## src/rtl/alu_arbiter_if.sv

```systemverilog
// Request/response bundle between two ALU requesters and the arbiter.
// Handshakes: a transfer occurs on a rising clk edge where valid && ready are both high.
interface alu_arbiter_if #(
  parameter int N   = 16,
  parameter int OPW = 3
);
  logic           req0_valid;
  logic           req0_ready;
  logic [N-1:0]   req0_a;
  logic [N-1:0]   req0_b;
  logic [OPW-1:0] req0_op;
  logic           req1_valid;
  logic           req1_ready;
  logic [N-1:0]   req1_a;
  logic [N-1:0]   req1_b;
  logic [OPW-1:0] req1_op;
  logic           resp0_valid;
  logic           resp0_ready;
  logic           resp1_valid;
  logic           resp1_ready;
  logic [N-1:0]   resp_data;
  logic           resp_zero;

  modport master (
    output req0_valid, req0_a, req0_b, req0_op,
    output req1_valid, req1_a, req1_b, req1_op,
    output resp0_ready, resp1_ready,
    input  req0_ready, req1_ready,
    input  resp0_valid, resp1_valid, resp_data, resp_zero
  );

  modport slave (
    input  req0_valid, req0_a, req0_b, req0_op,
    input  req1_valid, req1_a, req1_b, req1_op,
    input  resp0_ready, resp1_ready,
    output req0_ready, req1_ready,
    output resp0_valid, resp1_valid, resp_data, resp_zero
  );
endinterface

```

## src/rtl/alu_arbiter.sv

```systemverilog
// Round-robin arbiter sharing one combinational ALU between two requesters.
// One operation in flight at a time: IDLE (arbitrate) -> EXEC (ALU settles) -> RESP (return result).
module alu_arbiter #(
  parameter int N    = 16,
  parameter int OPW  = 3,
  parameter int CNTW = 16
) (
  input  logic            clk,
  input  logic            rst_n,
  alu_arbiter_if.slave    bus,
  output logic [N-1:0]    alu_in_1,
  output logic [N-1:0]    alu_in_2,
  output logic [OPW-1:0]  alu_ctrl,
  input  logic [N-1:0]    alu_out,
  input  logic            alu_zero,
  output logic [CNTW-1:0] ops_done,
  output logic [1:0]      dbg_state
);

  typedef enum logic [1:0] {
    IDLE = 2'd0,
    EXEC = 2'd1,
    RESP = 2'd2
  } state_t;

  state_t          state_q, state_d;
  logic            rr_ptr_q, rr_ptr_d;
  logic            owner_q, owner_d;
  logic [N-1:0]    in1_q, in1_d;
  logic [N-1:0]    in2_q, in2_d;
  logic [OPW-1:0]  ctrl_q, ctrl_d;
  logic [N-1:0]    data_q, data_d;
  logic            zero_q, zero_d;
  logic [CNTW-1:0] cnt_q, cnt_d;
  logic            grant0, grant1;
  logic            owner_resp_ready;

  // rr_ptr only matters when both requesters contend.
  assign grant0 = bus.req0_valid && (!bus.req1_valid || !rr_ptr_q);
  assign grant1 = bus.req1_valid && (!bus.req0_valid ||  rr_ptr_q);
  assign owner_resp_ready = owner_q ? bus.resp1_ready : bus.resp0_ready;

  always_comb begin
    state_d  = state_q;
    rr_ptr_d = rr_ptr_q;
    owner_d  = owner_q;
    in1_d    = in1_q;
    in2_d    = in2_q;
    ctrl_d   = ctrl_q;
    data_d   = data_q;
    zero_d   = zero_q;
    cnt_d    = cnt_q;
    case (state_q)
      IDLE: begin
        if (grant0) begin
          in1_d   = bus.req0_a;
          in2_d   = bus.req0_b;
          ctrl_d  = bus.req0_op;
          owner_d = 1'b0;
          state_d = EXEC;
        end else if (grant1) begin
          in1_d   = bus.req1_a;
          in2_d   = bus.req1_b;
          ctrl_d  = bus.req1_op;
          owner_d = 1'b1;
          state_d = EXEC;
        end
      end
      EXEC: begin
        data_d   = alu_out;
        zero_d   = alu_zero;
        rr_ptr_d = ~owner_q;
        state_d  = RESP;
      end
      RESP: begin
        if (owner_resp_ready) begin
          cnt_d   = cnt_q + CNTW'(1);
          state_d = IDLE;
        end
      end
      default: state_d = IDLE;
    endcase
  end

  always_ff @(posedge clk or negedge rst_n) begin
    if (!rst_n) begin
      state_q  <= IDLE;
      rr_ptr_q <= 1'b0;
      owner_q  <= 1'b0;
      in1_q    <= '0;
      in2_q    <= '0;
      ctrl_q   <= '0;
      data_q   <= '0;
      zero_q   <= 1'b0;
      cnt_q    <= '0;
    end else begin
      state_q  <= state_d;
      rr_ptr_q <= rr_ptr_d;
      owner_q  <= owner_d;
      in1_q    <= in1_d;
      in2_q    <= in2_d;
      ctrl_q   <= ctrl_d;
      data_q   <= data_d;
      zero_q   <= zero_d;
      cnt_q    <= cnt_d;
    end
  end

  // Ready is qualified by rst_n so nothing is offered while reset is held.
  assign bus.req0_ready  = rst_n && (state_q == IDLE) && grant0;
  assign bus.req1_ready  = rst_n && (state_q == IDLE) && grant1;
  assign bus.resp0_valid = (state_q == RESP) && !owner_q;
  assign bus.resp1_valid = (state_q == RESP) &&  owner_q;
  assign bus.resp_data   = data_q;
  assign bus.resp_zero   = zero_q;
  assign alu_in_1        = in1_q;
  assign alu_in_2        = in2_q;
  assign alu_ctrl        = ctrl_q;
  assign ops_done        = cnt_q;
  assign dbg_state       = state_q;

endmodule

```

## src/flat_wrapper.sv

```systemverilog
// flat-port wrapper written by rule: the top's interface ports become plain ports
module alu_arbiter_flat 
#(
  parameter int N    = 16,
  parameter int OPW  = 3,
  parameter int CNTW = 16
)
  (clk, rst_n, alu_in_1, alu_in_2, alu_ctrl, alu_out, alu_zero, ops_done, dbg_state, bus_req0_valid, bus_req0_a, bus_req0_b, bus_req0_op, bus_req1_valid, bus_req1_a, bus_req1_b, bus_req1_op, bus_resp0_ready, bus_resp1_ready, bus_req0_ready, bus_req1_ready, bus_resp0_valid, bus_resp1_valid, bus_resp_data, bus_resp_zero);
  alu_arbiter_if #(.N(N), .OPW(OPW)) bus_i ();
  input  logic clk;
  input  logic rst_n;
  output logic [N-1:0] alu_in_1;
  output logic [N-1:0] alu_in_2;
  output logic [OPW-1:0] alu_ctrl;
  input  logic [N-1:0] alu_out;
  input  logic alu_zero;
  output logic [CNTW-1:0] ops_done;
  output logic [1:0] dbg_state;
  input wire logic [$bits(bus_i.req0_valid)-1:0] bus_req0_valid;
  input wire logic [$bits(bus_i.req0_a)-1:0] bus_req0_a;
  input wire logic [$bits(bus_i.req0_b)-1:0] bus_req0_b;
  input wire logic [$bits(bus_i.req0_op)-1:0] bus_req0_op;
  input wire logic [$bits(bus_i.req1_valid)-1:0] bus_req1_valid;
  input wire logic [$bits(bus_i.req1_a)-1:0] bus_req1_a;
  input wire logic [$bits(bus_i.req1_b)-1:0] bus_req1_b;
  input wire logic [$bits(bus_i.req1_op)-1:0] bus_req1_op;
  input wire logic [$bits(bus_i.resp0_ready)-1:0] bus_resp0_ready;
  input wire logic [$bits(bus_i.resp1_ready)-1:0] bus_resp1_ready;
  output wire logic [$bits(bus_i.req0_ready)-1:0] bus_req0_ready;
  output wire logic [$bits(bus_i.req1_ready)-1:0] bus_req1_ready;
  output wire logic [$bits(bus_i.resp0_valid)-1:0] bus_resp0_valid;
  output wire logic [$bits(bus_i.resp1_valid)-1:0] bus_resp1_valid;
  output wire logic [$bits(bus_i.resp_data)-1:0] bus_resp_data;
  output wire logic [$bits(bus_i.resp_zero)-1:0] bus_resp_zero;
  assign bus_i.req0_valid = bus_req0_valid;
  assign bus_i.req0_a = bus_req0_a;
  assign bus_i.req0_b = bus_req0_b;
  assign bus_i.req0_op = bus_req0_op;
  assign bus_i.req1_valid = bus_req1_valid;
  assign bus_i.req1_a = bus_req1_a;
  assign bus_i.req1_b = bus_req1_b;
  assign bus_i.req1_op = bus_req1_op;
  assign bus_i.resp0_ready = bus_resp0_ready;
  assign bus_i.resp1_ready = bus_resp1_ready;
  assign bus_req0_ready = bus_i.req0_ready;
  assign bus_req1_ready = bus_i.req1_ready;
  assign bus_resp0_valid = bus_i.resp0_valid;
  assign bus_resp1_valid = bus_i.resp1_valid;
  assign bus_resp_data = bus_i.resp_data;
  assign bus_resp_zero = bus_i.resp_zero;
  alu_arbiter #(.N(N), .OPW(OPW), .CNTW(CNTW)) u_core (.clk(clk), .rst_n(rst_n), .bus(bus_i), .alu_in_1(alu_in_1), .alu_in_2(alu_in_2), .alu_ctrl(alu_ctrl), .alu_out(alu_out), .alu_zero(alu_zero), .ops_done(ops_done), .dbg_state(dbg_state));
endmodule
```

## config.mk

```make
export PLATFORM = sky130hd
export DESIGN_NAME = alu_arbiter_flat
export DESIGN_NICKNAME = d
export VERILOG_FILES = /design/src/rtl/alu_arbiter_if.sv /design/src/rtl/alu_arbiter.sv /design/src/flat_wrapper.sv
export SDC_FILE = /design/constraint.sdc
export NUM_CORES = 1
export LEC_CHECK = 0
export BUFFER_PORTS_ARGS = -buffer_cell sky130_fd_sc_hd__buf_2
export CAP_MARGIN = 20
export CORE_MARGIN = 4
export CORE_UTILIZATION = 47
export CTS_BUF_LIST = sky130_fd_sc_hd__clkbuf_8
export DETAILED_ROUTE_END_ITERATION = 16
export GPL_TIMING_DRIVEN = 0
export PLACE_DENSITY_LB_ADDON = 0.08
export SLEW_MARGIN = 20
export SYNTH_ARGS = -nofsm -noshare
export SYNTH_HDL_FRONTEND = slang
export SYNTH_SLANG_ARGS = --single-unit
```

## constraint.sdc

```tcl
create_clock -name clk -period 1.9 [get_ports clk]
set_input_delay 0.285 -clock clk [delete_from_list [all_inputs] [get_ports clk]]
set_output_delay 0.285 -clock clk [all_outputs]
set_load 0.05 [all_outputs]
```

=== After elaboration in Yosys (flattened, before gate mapping) ===
Cells that the tools add are included.

* Bits of input ports: 93
* Output and inout bits: 74
* Register bits: 72

* Mux-type cells: 13
* Equality and inequality tests: 4
* Bitwise operators: 1
* Reductions and logical operators: 18
* $add $sub $neg: 1

{| class="wikitable"
|+ Operator list
! operator !! number
|-
| $mux W16 || 4
|-
| $add A16 B1 Y16 const B || 1
|-
| $logic_and A1 B1 Y1 || 7
|-
| $mux W2 || 3
|-
| $mux W3 || 2
|-
| $pmux W2 S3 || 1
|-
| $reduce_and A2 Y1 || 3
|-
| $logic_not A1 Y1 || 4
|-
| $mux W1 || 3
|-
| $ne A3 B1 Y1 const B || 1
|-
| $eq A2 B1 Y1 const B || 1
|-
| $eq A2 B2 Y1 const B || 1
|-
| $logic_not A2 Y1 || 1
|-
| $logic_or A1 B1 Y1 || 2
|-
| $ne A2 B1 Y1 const B || 1
|-
| $reduce_bool A2 Y1 || 1
|-
| $not A1 Y1 || 1
|}

=== Logic depth before layout (Yosys ltp) ===
* Depth after elaboration: 6
* Gate-level depth with buffers: 6
* Mapped depth without buffers: 4

=== Worst setup path after synthesis ===
OpenSTA, ideal clock, no wires.

* Path kind: register to output
* Start point: register u_core.state_q[1] (netlist: u_core.dbg_state[1])
* End point: output port bus_resp0_valid
* Data required time: 1.615 ns
* Path slack: 0.060 ns
* Data arrival time: 1.555 ns
* Stages on the path, launching flop included: 3
* Path buffers: 0
* Cells stage by stage: dfrtp_1 > nand2b_1 > nor2_1

* Word-level cells in the longest chain between the ends: 2

{| class="wikitable"
|+ RTL lines
! element !! RTL line !! source
|-
| start, declared || alu_arbiter.sv:26 || <nowiki>state_t state_q, state_d;</nowiki>
|-
| start signal, assigned || alu_arbiter.sv:97 || <nowiki>state_q <= state_d;</nowiki>
|-
| $eq A2 B2 Y1 || alu_arbiter.sv:112 || <nowiki>assign bus.resp0_valid = (state_q == RESP) && !owner_q;</nowiki>
|-
| $logic_and A1 B1 Y1 || alu_arbiter.sv:112 ||
|-
| end, declared || flat_wrapper.sv:31 || <nowiki>output wire logic [$bits(bus_i.resp0_valid)-1:0] bus_resp0_valid;</nowiki>
|}

No other way between the ends.

=== Final worst setup path ===
* Start point: register u_core.state_q[1] (netlist: u_core.dbg_state[1])
* End point: output port bus_req1_ready

* Word-level cells in the longest chain between the ends: 3

{| class="wikitable"
|+ RTL lines
! element !! RTL line !! source
|-
| $logic_not A2 Y1 || alu_arbiter.sv:111 || <nowiki>assign bus.req1_ready = rst_n && (state_q == IDLE) && grant1;</nowiki>
|-
| $logic_and A1 B1 Y1 (2 in series) || alu_arbiter.sv:111 ||
|-
| end, declared || flat_wrapper.sv:30 || <nowiki>output wire logic [$bits(bus_i.req1_ready)-1:0] bus_req1_ready;</nowiki>
|}

No other way between the ends.

==> flow_summary_export.csv <==
group,metric,value,unit
sta,finalCritPeriodShare,91.1,%
power_and_ir_drop,internal_power,3900,uW
setup_path,crit_type,"flip-flop to output port",
placed_design,place.gp.congestion,0.753,
setup_path,cpLargestDelayFamily,"flip-flops",
clock_network,h-tree-depth,3,
setup_path,path_cells,"nor2_1 > o2111a_1 > buf_2",
sta,setup_viol,0,
status,status,"finished clean",
clock_network,clk_path_buf_depth,2,
setup_path,crit_buf_inv,1,
routing,wl_per_cell,14.5,um
layout,nNetsFinal,549,
synth,synth_most_common_cell,"dfrtp_1",
sta,tightest_slew,0.272,ns
sta,timing.slew.headroom,82.0,%
synth,synth_area_leader_cell,"dfrtp_1",
sta,clock_skew,0.00632,ns
setup_path,worst_path_largest_cell_delay,0.46,ns
sta,fmax,577,MHz
power_and_ir_drop,cellPowerDensity,1890,mW/mm^2
routing,drt_iter0_drc,76,
synth,synth_edf_count,0,
clock_network,path_clk_slew,0.07,ns
routing,via_count,2619,
power_and_ir_drop,p_clk_share,12.5,%
layout,layout-drive-gt1-share,48.3,%
die,io_pins,167,
routing,routed_via_density,4.88,
power_and_ir_drop,p_leak,0.00231,uW
die,design.core.area,0.00646,sq mm
power_and_ir_drop,seqPwrFrac,31.2,%
grt,globalRoute.totalOverflow,0,
synth,yosysSeqAreaShare,56.7,%
placed_design,placedCellCount,517,
layout,num_antenna_cells,0,
synth,synth_cells,273,
routing,drt-pass1-iter-count,4,
synth,syn_avg_cell_area,11.6,sq um
sta,hold_violations,0,
clock_network,clock_latency,0.34,ns
clock_network,cts_buffers,9,
synth,synthDominantCellAreaShare,56.7,%
setup_path,critPathRequiredTime,1.62,ns
clock_network,cts_tree,"done",
die,fp-row-count,29,
power_and_ir_drop,power.total,8210,uW
placed_design,io_buffer_count,166,
placed_design,hpwl,5960,um
setup_path,cp_slowest_cell,"dfrtp_1",
clock_network,clockRootBuffer,"clkbuf_8",
routing,drt_wl_total,7800,um
clock_network,cts.sinks,72,
worst_hold_path,hold_class,"input port to flip-flop",
power_and_ir_drop,peakVddDrop,1270,uV
synth,synth_fp_nets,367,
layout,area_delta_synth_final,36.8,%
grt,grt_max_degree,42,
synth,synthTopCellsByCount,"dfrtp_1, nor2_1, a21oi_1",
die,die_h,90.2,um
synth,synthesis.area,0.00318,sq mm
synth,yosysWarningCount,0,
grt,grt_pass1_wl,12800,um
routing,drc,0,
synth,synthDistinctLibCells,27,
die,initial_utilization,49.2,%
setup_path,worstPathArrival,1.45,ns
die,die_x,90.2,um
synth,ys_ff_latch,72,
sta,rsz0062_at_grt,"false",
power_and_ir_drop,power.switching,4310,uW
sta,final_max_slew_viol_count,0,
power_and_ir_drop,swShare,52.5,%
run,cap_violations,0,
power_and_ir_drop,pwr-share-comb,56.3,%
routing,final_antenna_net_count,0,
synth,ys.flop_type,"dfrtp_1",
grt,antenna_found_initial,0,
grt,grt_use_total,19.6,%
die,die_area,0.00814,sq mm
synth,async_flop_share,100,%
synth,synthTopCellsByArea,"dfrtp_1, mux2i_1, mux2_2, a21oi_1, nor2_1",
setup_path,start_kind,"flip-flop",
grt,first_global_vias,2686,
setup_path,path_max_fanout,6,
setup_path,worstSetupEndpointType,"output port",
sta,setup-tns-final,0,ns
sta,period_minus_slack,1.73,ns
layout,final_cells,537,
==> worst reg2reg max path, cell delays in order (launching register included) <==
cell and delay (ns):
dfrtp_1 0.39, a21oi_1 0.15, clkbuf_8 0.15, buf_4 0.21, buf_4 0.25, mux2i_1 0.23, a21oi_1 0.08
==> cells in the final DEF (no fill, tap or decap), drive strengths merged <==
master,count
a21oi,37
and3,3
and4,1
and4b,1
buf,183
clkbuf,11
clkinv,4
dfrtp,72
dlygate4sd3,1
ha,1
inv,5
mux2,19
mux2i,35
nand2,7
nand2b,2
nand3,5
nand4,1
nand4b,1
nor2,44
nor2b,1
nor3,7
o2111a,1
o21a,1
o21ai,2
xnor2,2
xor2,13
==> final timing paths <==
kind                                      endpoint  cells after the start  slack, ns                 from
max                                 bus_req1_ready                      3       0.17  u_core.dbg_state[1]
min                        u_core.bus.resp_data[9]                      2       0.18           alu_out[9]
max reg2reg                     u_core.alu_in_1[2]                      6       0.31      u_core.rr_ptr_q
min reg2reg                    u_core.ops_done[15]                      1       0.47  u_core.ops_done[15]
max in group asynchronous       u_core.alu_in_1[0]                      3       1.19                rst_n
min in group asynchronous       u_core.ops_done[5]                      3       0.49                rst_n
==> power groups by stage <==
| stage | combinational (uW) | sequential (uW) | clock (uW) |
|---|---|---|---|
| after global placement | 4600 | 2560 | 0 |
| after detailed placement | 4650 | 2590 | 0 |
| final | 4620 | 2560 | 1020 |
| after floorplan | 1310 | 4750 | 0 |
| after CTS | 4660 | 2570 | 1060 |
| after global routing | 4900 | 2650 | 1150 |
==> state kept, by name (all words and copies together) (netlist names) <==
signal / flops
u_core.alu_ctrl: 3
u_core.rr_ptr_q: 1
u_core.bus.resp_zero: 1
u_core.alu_in_2: 16
u_core.dbg_state: 2
u_core.owner_q: 1
u_core.alu_in_1: 16
u_core.ops_done: 16
u_core.bus.resp_data: 16
==> cell families after synthesis <==
group / synth area share, %
adders and majority gates: 0.394
DFF: 56.7
AOI/OAI and AO/OA: 6.74
and+or+nand+nor: 11.3
buffers and inverters: 2.88
xor gates and xnor gates: 4.14
muxes: 17.9
==> timing repair <==
item                                    4_1_cts  5_1_grt
hold buffers                                  2        0
endpoints found under the setup margin        1        1
buffers inserted                              0        3
hold endpoints to repair                     31        0
resized for setup                             2        1
==> per-stage QoR <==
step           setup slack [ns]  util [%]  hold slack [ns]  instance area (sq um)
6_report                  0.168      67.3            0.177                   4350
5_1_grt                  0.0800      67.3            0.167                   4350
4_1_cts                  0.0403      66.9            0.164                   4320
3_5_place_dp              0.160      63.9            0.258                   4130
3_3_place_gp             -0.557      63.5            0.454                   4100
2_1_floorplan            0.0597         -          -0.0106                   3180
==> per-layer routing <==
layer	global-route usage [%]	wire length, um	up-vias
met4	8.55	160	0
met1	23.6	3210	1204
li1	-	-	1298
met2	31.9	3760	104
met3	6.59	662	13
met5	0	0	-
==> cell type report <==
type | instances | area, sq um
multi-input combinational | 184 | 1280
fill | 529 | 2110
timing repair buffer | 172 | 908
tap | 77 | 96.3
inverter | 3 | 11.3
clock inverter | 6 | 27.5
buffer | 13 | 78.8
sequential | 72 | 1800
clock buffer | 10 | 138
No activity file was read; power rests on OpenSTA's default activity.
